## config.mk

```make
export PLATFORM = sky130hd
export DESIGN_NAME = dram_cmd_responder
export DESIGN_NICKNAME = d
export VERILOG_FILES = /design/src/rtl/dram_cmd_responder.sv
export SDC_FILE = /design/constraint.sdc
export NUM_CORES = 1
export LEC_CHECK = 0
export ABC_AREA = 1
export CORE_UTILIZATION = 45
export CTS_CLUSTER_DIAMETER = 120
export CTS_CLUSTER_SIZE = 20
export DETAILED_ROUTE_END_ITERATION = 16
export PLACE_DENSITY = 0.65
export SLEW_MARGIN = 25
export SYNTH_ARGS = -nofsm -noshare
export SYNTH_HDL_FRONTEND = slang
export SYNTH_SLANG_ARGS = --single-unit
```

## constraint.sdc

```tcl
create_clock -name clk -period 3.2 [get_ports clk]
set_clock_uncertainty 0.2 [all_clocks]
set_input_delay 0.64 -clock clk [delete_from_list [all_inputs] [get_ports clk]]
set_output_delay 0.64 -clock clk [all_outputs]
set_load 0.01 [all_outputs]
```

## src/rtl/dram_cmd_responder.sv

```systemverilog
// Device-side DRAM command responder: accepts ACT/RD/WR/REF over a 4-phase req/ack
// handshake, tracks open rows per bank and returns cmd_ack after timing-accurate latency.
module dram_cmd_responder #(
  parameter int NUMBER_OF_BANKS = 8,
  parameter int NUMBER_OF_ROWS  = 128,
  parameter int NUMBER_OF_COLS  = 8,
  parameter int T_RCD           = 3,
  parameter int T_RP            = 3,
  parameter int T_CL            = 2,
  parameter int T_RFC           = 8
) (
  input  logic                                clk,
  input  logic                                rst,
  input  logic                                cmd_req,
  input  logic [1:0]                          cmd,
  input  logic [$clog2(NUMBER_OF_BANKS)-1:0]  bank_rw,
  input  logic [$clog2(NUMBER_OF_ROWS)-1:0]   row_id,
  input  logic [$clog2(NUMBER_OF_COLS)-1:0]   col_id,
  output logic                                cmd_ack,
  output logic                                busy,
  output logic                                row_hit,
  output logic                                err,
  output logic                                rd_done,
  output logic [NUMBER_OF_BANKS-1:0]          open_bank_mask
);

  localparam int BW     = $clog2(NUMBER_OF_BANKS);
  localparam int RW     = $clog2(NUMBER_OF_ROWS);
  localparam int MISS_L = T_RP + T_RCD;
  localparam int MAX_A  = (MISS_L > T_RFC) ? MISS_L : T_RFC;
  localparam int MAX_L  = (MAX_A > T_CL) ? MAX_A : T_CL;
  localparam int CNTW   = $clog2(MAX_L + 1);

  localparam logic [1:0] CMD_ACT = 2'b00;
  localparam logic [1:0] CMD_RD  = 2'b01;
  localparam logic [1:0] CMD_WR  = 2'b10;

  typedef enum logic [1:0] {S_IDLE, S_WAIT, S_ACK} state_e;

  state_e               state_q;
  logic [CNTW-1:0]      cnt_q, cnt_d;
  logic [1:0]           cmd_q;
  logic [BW-1:0]        bank_q;
  logic [RW-1:0]        row_q;
  logic                 hit_q, hit_d;
  logic                 acc_err_q, acc_err_d;
  logic [NUMBER_OF_BANKS-1:0] open_q;
  logic [RW-1:0]        row_tbl_q [NUMBER_OF_BANKS];
  logic                 bank_open;

  // Column addresses carry no state in this model; they wrap freely in CW bits.
  logic unused_col;
  assign unused_col = ^col_id;

  assign open_bank_mask = open_q;

  // Latency (minus one) is decided from the bank state seen at acceptance.
  always_comb begin
    bank_open = open_q[bank_rw];
    hit_d     = 1'b0;
    acc_err_d = 1'b0;
    cnt_d     = CNTW'(T_CL - 1);
    case (cmd)
      CMD_ACT: begin
        if (!bank_open) begin
          cnt_d = CNTW'(T_RCD - 1);
        end else if (row_tbl_q[bank_rw] == row_id) begin
          hit_d = 1'b1;
          cnt_d = '0;
        end else begin
          cnt_d = CNTW'(MISS_L - 1);
        end
      end
      CMD_RD, CMD_WR: begin
        if (!bank_open) begin
          acc_err_d = 1'b1;
          cnt_d     = '0;
        end
      end
      default: cnt_d = CNTW'(T_RFC - 1);
    endcase
  end

  always_ff @(posedge clk) begin
    if (state_q == S_IDLE && cmd_req) begin
      cmd_q     <= cmd;
      bank_q    <= bank_rw;
      row_q     <= row_id;
      hit_q     <= hit_d;
      acc_err_q <= acc_err_d;
    end
  end

  always_ff @(posedge clk) begin
    if (rst) begin
      state_q <= S_IDLE;
      cnt_q   <= '0;
      cmd_ack <= 1'b0;
      busy    <= 1'b0;
      row_hit <= 1'b0;
      err     <= 1'b0;
      rd_done <= 1'b0;
      open_q  <= '0;
      for (int b = 0; b < NUMBER_OF_BANKS; b++) row_tbl_q[b] <= '0;
    end else begin
      err     <= 1'b0;
      rd_done <= 1'b0;
      case (state_q)
        S_IDLE: begin
          if (cmd_req) begin
            cnt_q   <= cnt_d;
            busy    <= 1'b1;
            state_q <= S_WAIT;
          end
        end
        S_WAIT: begin
          if (cnt_q == '0) begin
            cmd_ack <= 1'b1;
            row_hit <= hit_q;
            err     <= acc_err_q;
            rd_done <= (cmd_q == CMD_RD) && !acc_err_q;
            state_q <= S_ACK;
            if (cmd_q == CMD_ACT) begin
              open_q[bank_q]    <= 1'b1;
              row_tbl_q[bank_q] <= row_q;
            end else if (cmd_q == 2'b11) begin
              open_q <= '0;
            end
          end else begin
            cnt_q <= cnt_q - 1'b1;
          end
        end
        S_ACK: begin
          if (!cmd_req) begin
            cmd_ack <= 1'b0;
            busy    <= 1'b0;
            row_hit <= 1'b0;
            state_q <= S_IDLE;
          end
        end
        default: state_q <= S_IDLE;
      endcase
    end
  end

endmodule

```

==> summary by stage <==
Routing
In the routed design, unresolved DRC markers number 0. The detailed router's first-iteration violation count is 204. The number of antenna-violating nets in the routed design is 0. For this block, the routed nets add up to 8520 um of wire. In the final routed layout, each cell accounts on average for 13.6 um. The vias after detailed routing is 3153. Dividing the detail-routed via count by the number of cells gives 5.04. The pre-antenna-repair detailed-routing pass consisted of 5 iterations.

Setup path
The worst stage delay on the critical path is 600 ps. The launch point of the worst reg-to-reg path is cnt_q[0]$_SDFFE_PP0P_. The critical path goes through clkdlybuf4s50_1, inv_4, nand2_1, nand3_1, nand2_1, nand2_1, nand3b_1, nand2_1, nand2_1, nor2_1, nand2_2, nand2_2, nand2_1, nand2_1, a21oi_1.

The worst register-to-register path has a setup slack of 730 ps. The most critical setup path has its startpoint at bank_rw[0]. STA classifies the critical path endpoint as a register. For the worst setup path, the data required time is 3240 ps. Among the stages of the critical path, the cell type that occurs most often is sky130_fd_sc_hd__nand2_1.

The critical path in this run is classified as primary input to register. The data arrival time of the critical path is 2620 ps. The startpoint type of the worst setup path is a primary input. Measured in cells, the most critical reg-to-reg path has a length of 10. Of all nets on the critical path, the largest fanout is 30.

The slowest stage cell on the critical path is sky130_fd_sc_hd__clkdlybuf4s50_1.

Floorplanning
The standard cell core area is 0.00889 mm2. The top-level port count is 31. The placement row count is 34.

The die covers 0.00976 mm2. In this run the horizontal extent of the chip is 98.8 um. From bottom edge to top edge, the die measures 98.8 um.

The effective utilization at floorplan is 47.4%.

Synthesis
Counting flops with an async set or reset pin after synthesis yields a share of 0%. Yosys mapped the design onto 28 distinct sky130hd cell types. The number of synthesis warnings is 0. Synthesis produced a netlist with a net count of 502. The number of enable-type register cells in the synthesized netlist is 70.

The most used flip-flop cell after synthesis is sky130_fd_sc_hd__edfxtp_1. The sequential element share of the synthesized area is 58.9%. The average instance area after synthesis is 8.80 um2.

After synthesis the netlist holds a flip-flop and latch count of 89. The cell count after synthesis came out at 479. The synthesized netlist occupies a cell area of 0.00421 mm2.

STA
The transition at the pin with the smallest max-transition slack is 435 ps. The count of pins over their slew limit came to 0. The portion of the clock cycle consumed by the worst path in the final layout is 80.8%. The maximum frequency from static timing analysis is 0.387 GHz. The clock period could shrink to 2580 ps. In the final timing run, aggregate negative setup slack is 0 ps. Setup violations remaining at the end of the flow were counted as 0. The worst pin sits at a relative slew slack of 70.8%. The count of final hold-check violations is 0. Setup repair after global routing left no endpoint under its margin.

Clocking
The H-tree depth reported by CTS is 3. At the later pin of the worst-skew pair, clock insertion delay measures 360 ps. The number of post-CTS setup repair buffers is 0. Post-CTS repair changed the size of 0 cells.

CTS saw 89 sinks. In this run the deepest clock path goes through 2 buffers. Hold repair after CTS inserted 0 buffers. TritonCTS built the clock tree. Clock tree synthesis selected as its root buffer the cell sky130_fd_sc_hd__clkbuf_8. Clock-pin slew was measured on the worst setup and hold paths at 80 ps. The number of buffers created by CTS is 9.

Run status
The flow ran to the end, and the final reports show no timing, DRC or antenna violations.

Place
The number of I/O port buffers is 27. At the end of routability-driven placement, the weighted congestion stood at 0.809. The wire-length estimate of the detail-placed layout is 6270 um.

Worst hold path
The worst hold path passes through 2 cells. The worst hold path begins at cmd_ack$_SDFFE_PP0P_. The min-delay analysis places its worst path in the category register to register.

Cells and area
At the end of the flow, the number of nets in the layout was 535. At the end of the flow the core is filled with cells to 53.7%. The number of inserted filler cells in the final layout is 838. The area added between synthesis and finish is 13.2%. The antenna cell count is 0. The share of cells above drive strength 1 is 6.00%.

Power
The clock share of power is 33.1%. For this design the static power due to leakage is 2.10 nW. The share of total power dissipated in combinational logic is 12.6%. The sequential cell fraction of total power is 54.3%. The switching fraction of total power is 25.0%. Cell internal power was estimated by the tool at 1.85 mW. The worst-case IR drop observed on VDD is 337 uV.

The power per unit of standard cell area is 516 mW/mm2. In this run the power spent charging and discharging nets is 615 uW.

GRT
The number of global-route vias before repair is 3115. The number of antenna violations at the first check in global routing was 0. Entering global routing, the biggest net connects 31 pins. The remaining global-route overflow is 0. The first global-routing pass estimated 14300 um of wire. In the global route stage, overall resource usage came out at 19.3%.

Flow run
Max-cap violations in this run came to 0.
## metrics by stage
step	area, um2	setup WS [ps]	cells	hold WS (ps)	power [mW]
2_1_floorplan	4210	440	479	251	1.58
3_3_place_gp	4560	261	609	259	1.67
3_5_place_dp	4560	239	609	259	1.68
4_1_cts	4770	600	625	272	2.47
5_1_grt	4770	408	625	315	2.57
6_report	4770	615	625	269	2.46
## Yosys cell counts (4+ instances only)
cell type	count	area share, %
sky130_fd_sc_hd__a21oi_1	14	1.7
sky130_fd_sc_hd__buf_6	8	2.1
sky130_fd_sc_hd__dfxtp_1	19	9.0
sky130_fd_sc_hd__edfxtp_1	70	50
sky130_fd_sc_hd__ha_1	5	1.5
sky130_fd_sc_hd__inv_1	66	5.9
sky130_fd_sc_hd__nand2_1	119	11
sky130_fd_sc_hd__nand3_1	35	4.2
sky130_fd_sc_hd__nand3b_1	4	0.71
sky130_fd_sc_hd__nor2_1	95	8.5
sky130_fd_sc_hd__nor3_1	10	1.2
sky130_fd_sc_hd__o21ai_0	11	1.3
sky130_fd_sc_hd__o21ai_1	4	0.48
## kinds of logic after synthesis
logic type      after synthesis  share of synthesized area [%]
fa+ha+maj                     5                           1.48
simple gates                271                           26.4
flops                        89                           58.9
buf+inv                      81                           8.91
compound gates               33                           4.28
## power groups by stage
stage / Sequential (mW) / Clock [mW] / Combinational [mW]
after detailed placement: 1.36 / 0 / 0.311
after global routing: 1.34 / 0.867 / 0.356
final: 1.34 / 0.816 / 0.310
after global placement: 1.36 / 0 / 0.305
after floorplan: 1.36 / 0 / 0.215
after CTS: 1.34 / 0.818 / 0.313
## critical path, delay by kind of cell
kind / cells / cell delay [ps]
and+or+nand+nor: 12 / 970
buffers and inverters: 2 / 960
AOI/OAI and AO/OA: 1 / 50
## layer usage
layer  GRT usage (%)  wire length, um  share of wire, %
met2            33.1             4150                49
met1            24.2             3870                45
met3            3.83              385               4.5
met5               0                0                 0
met4            6.89              117               1.4
## path summary, 6_finish.rpt
| kind | end |
|---|---|
| setup / recovery | cnt_q[2]$_SDFFE_PP0P_ |
| hold / removal | cmd_ack$_SDFFE_PP0P_ |
| setup reg to reg | row_tbl_q[0][5]$_SDFFCE_PN0P_ |
| hold reg to reg | cmd_ack$_SDFFE_PP0P_ |
## area by class of cell
type	instances	area [um2]	area share [%]
clock buffers	9	124	2.60
flip-flops and latches	89	2480	52.0
inverters	69	262	5.48
multi-input cells	309	1360	28.5
repair buffers	34	323	6.76
clock inverters	7	85.1	1.78
well taps	108	135	2.83
## layout by cell type (no fill, tap or decap), drive strengths merged
cell type,netlist,final
a21oi,14,14
and3,1,1
buf,11,7
bufinv,0,2
clkbuf,1,9
clkdlybuf4s50,0,27
clkinv,0,4
clkinvlp,0,1
dfxtp,19,19
edfxtp,70,70
ha,5,5
inv,69,69
nand2,121,121
nand3,35,35
nand3b,4,4
nand4,1,1
nor2,98,98
nor3,10,10
nor4,1,1
o211ai,2,2
o21a,1,1
o21ai,15,15
o31ai,1,1
## flip-flops by register name, summed over array words and instances (netlist names)
register and count:
acc_err_q 1, cmd_ack 1, rd_done 1, bank_q 3, row_tbl_q 56, state_q 2
cmd_q 2, row_q 7, err 1, hit_q 1, busy 1, cnt_q 4
row_hit 1, open_bank_mask 8
(Power assumes the default switching activity.)
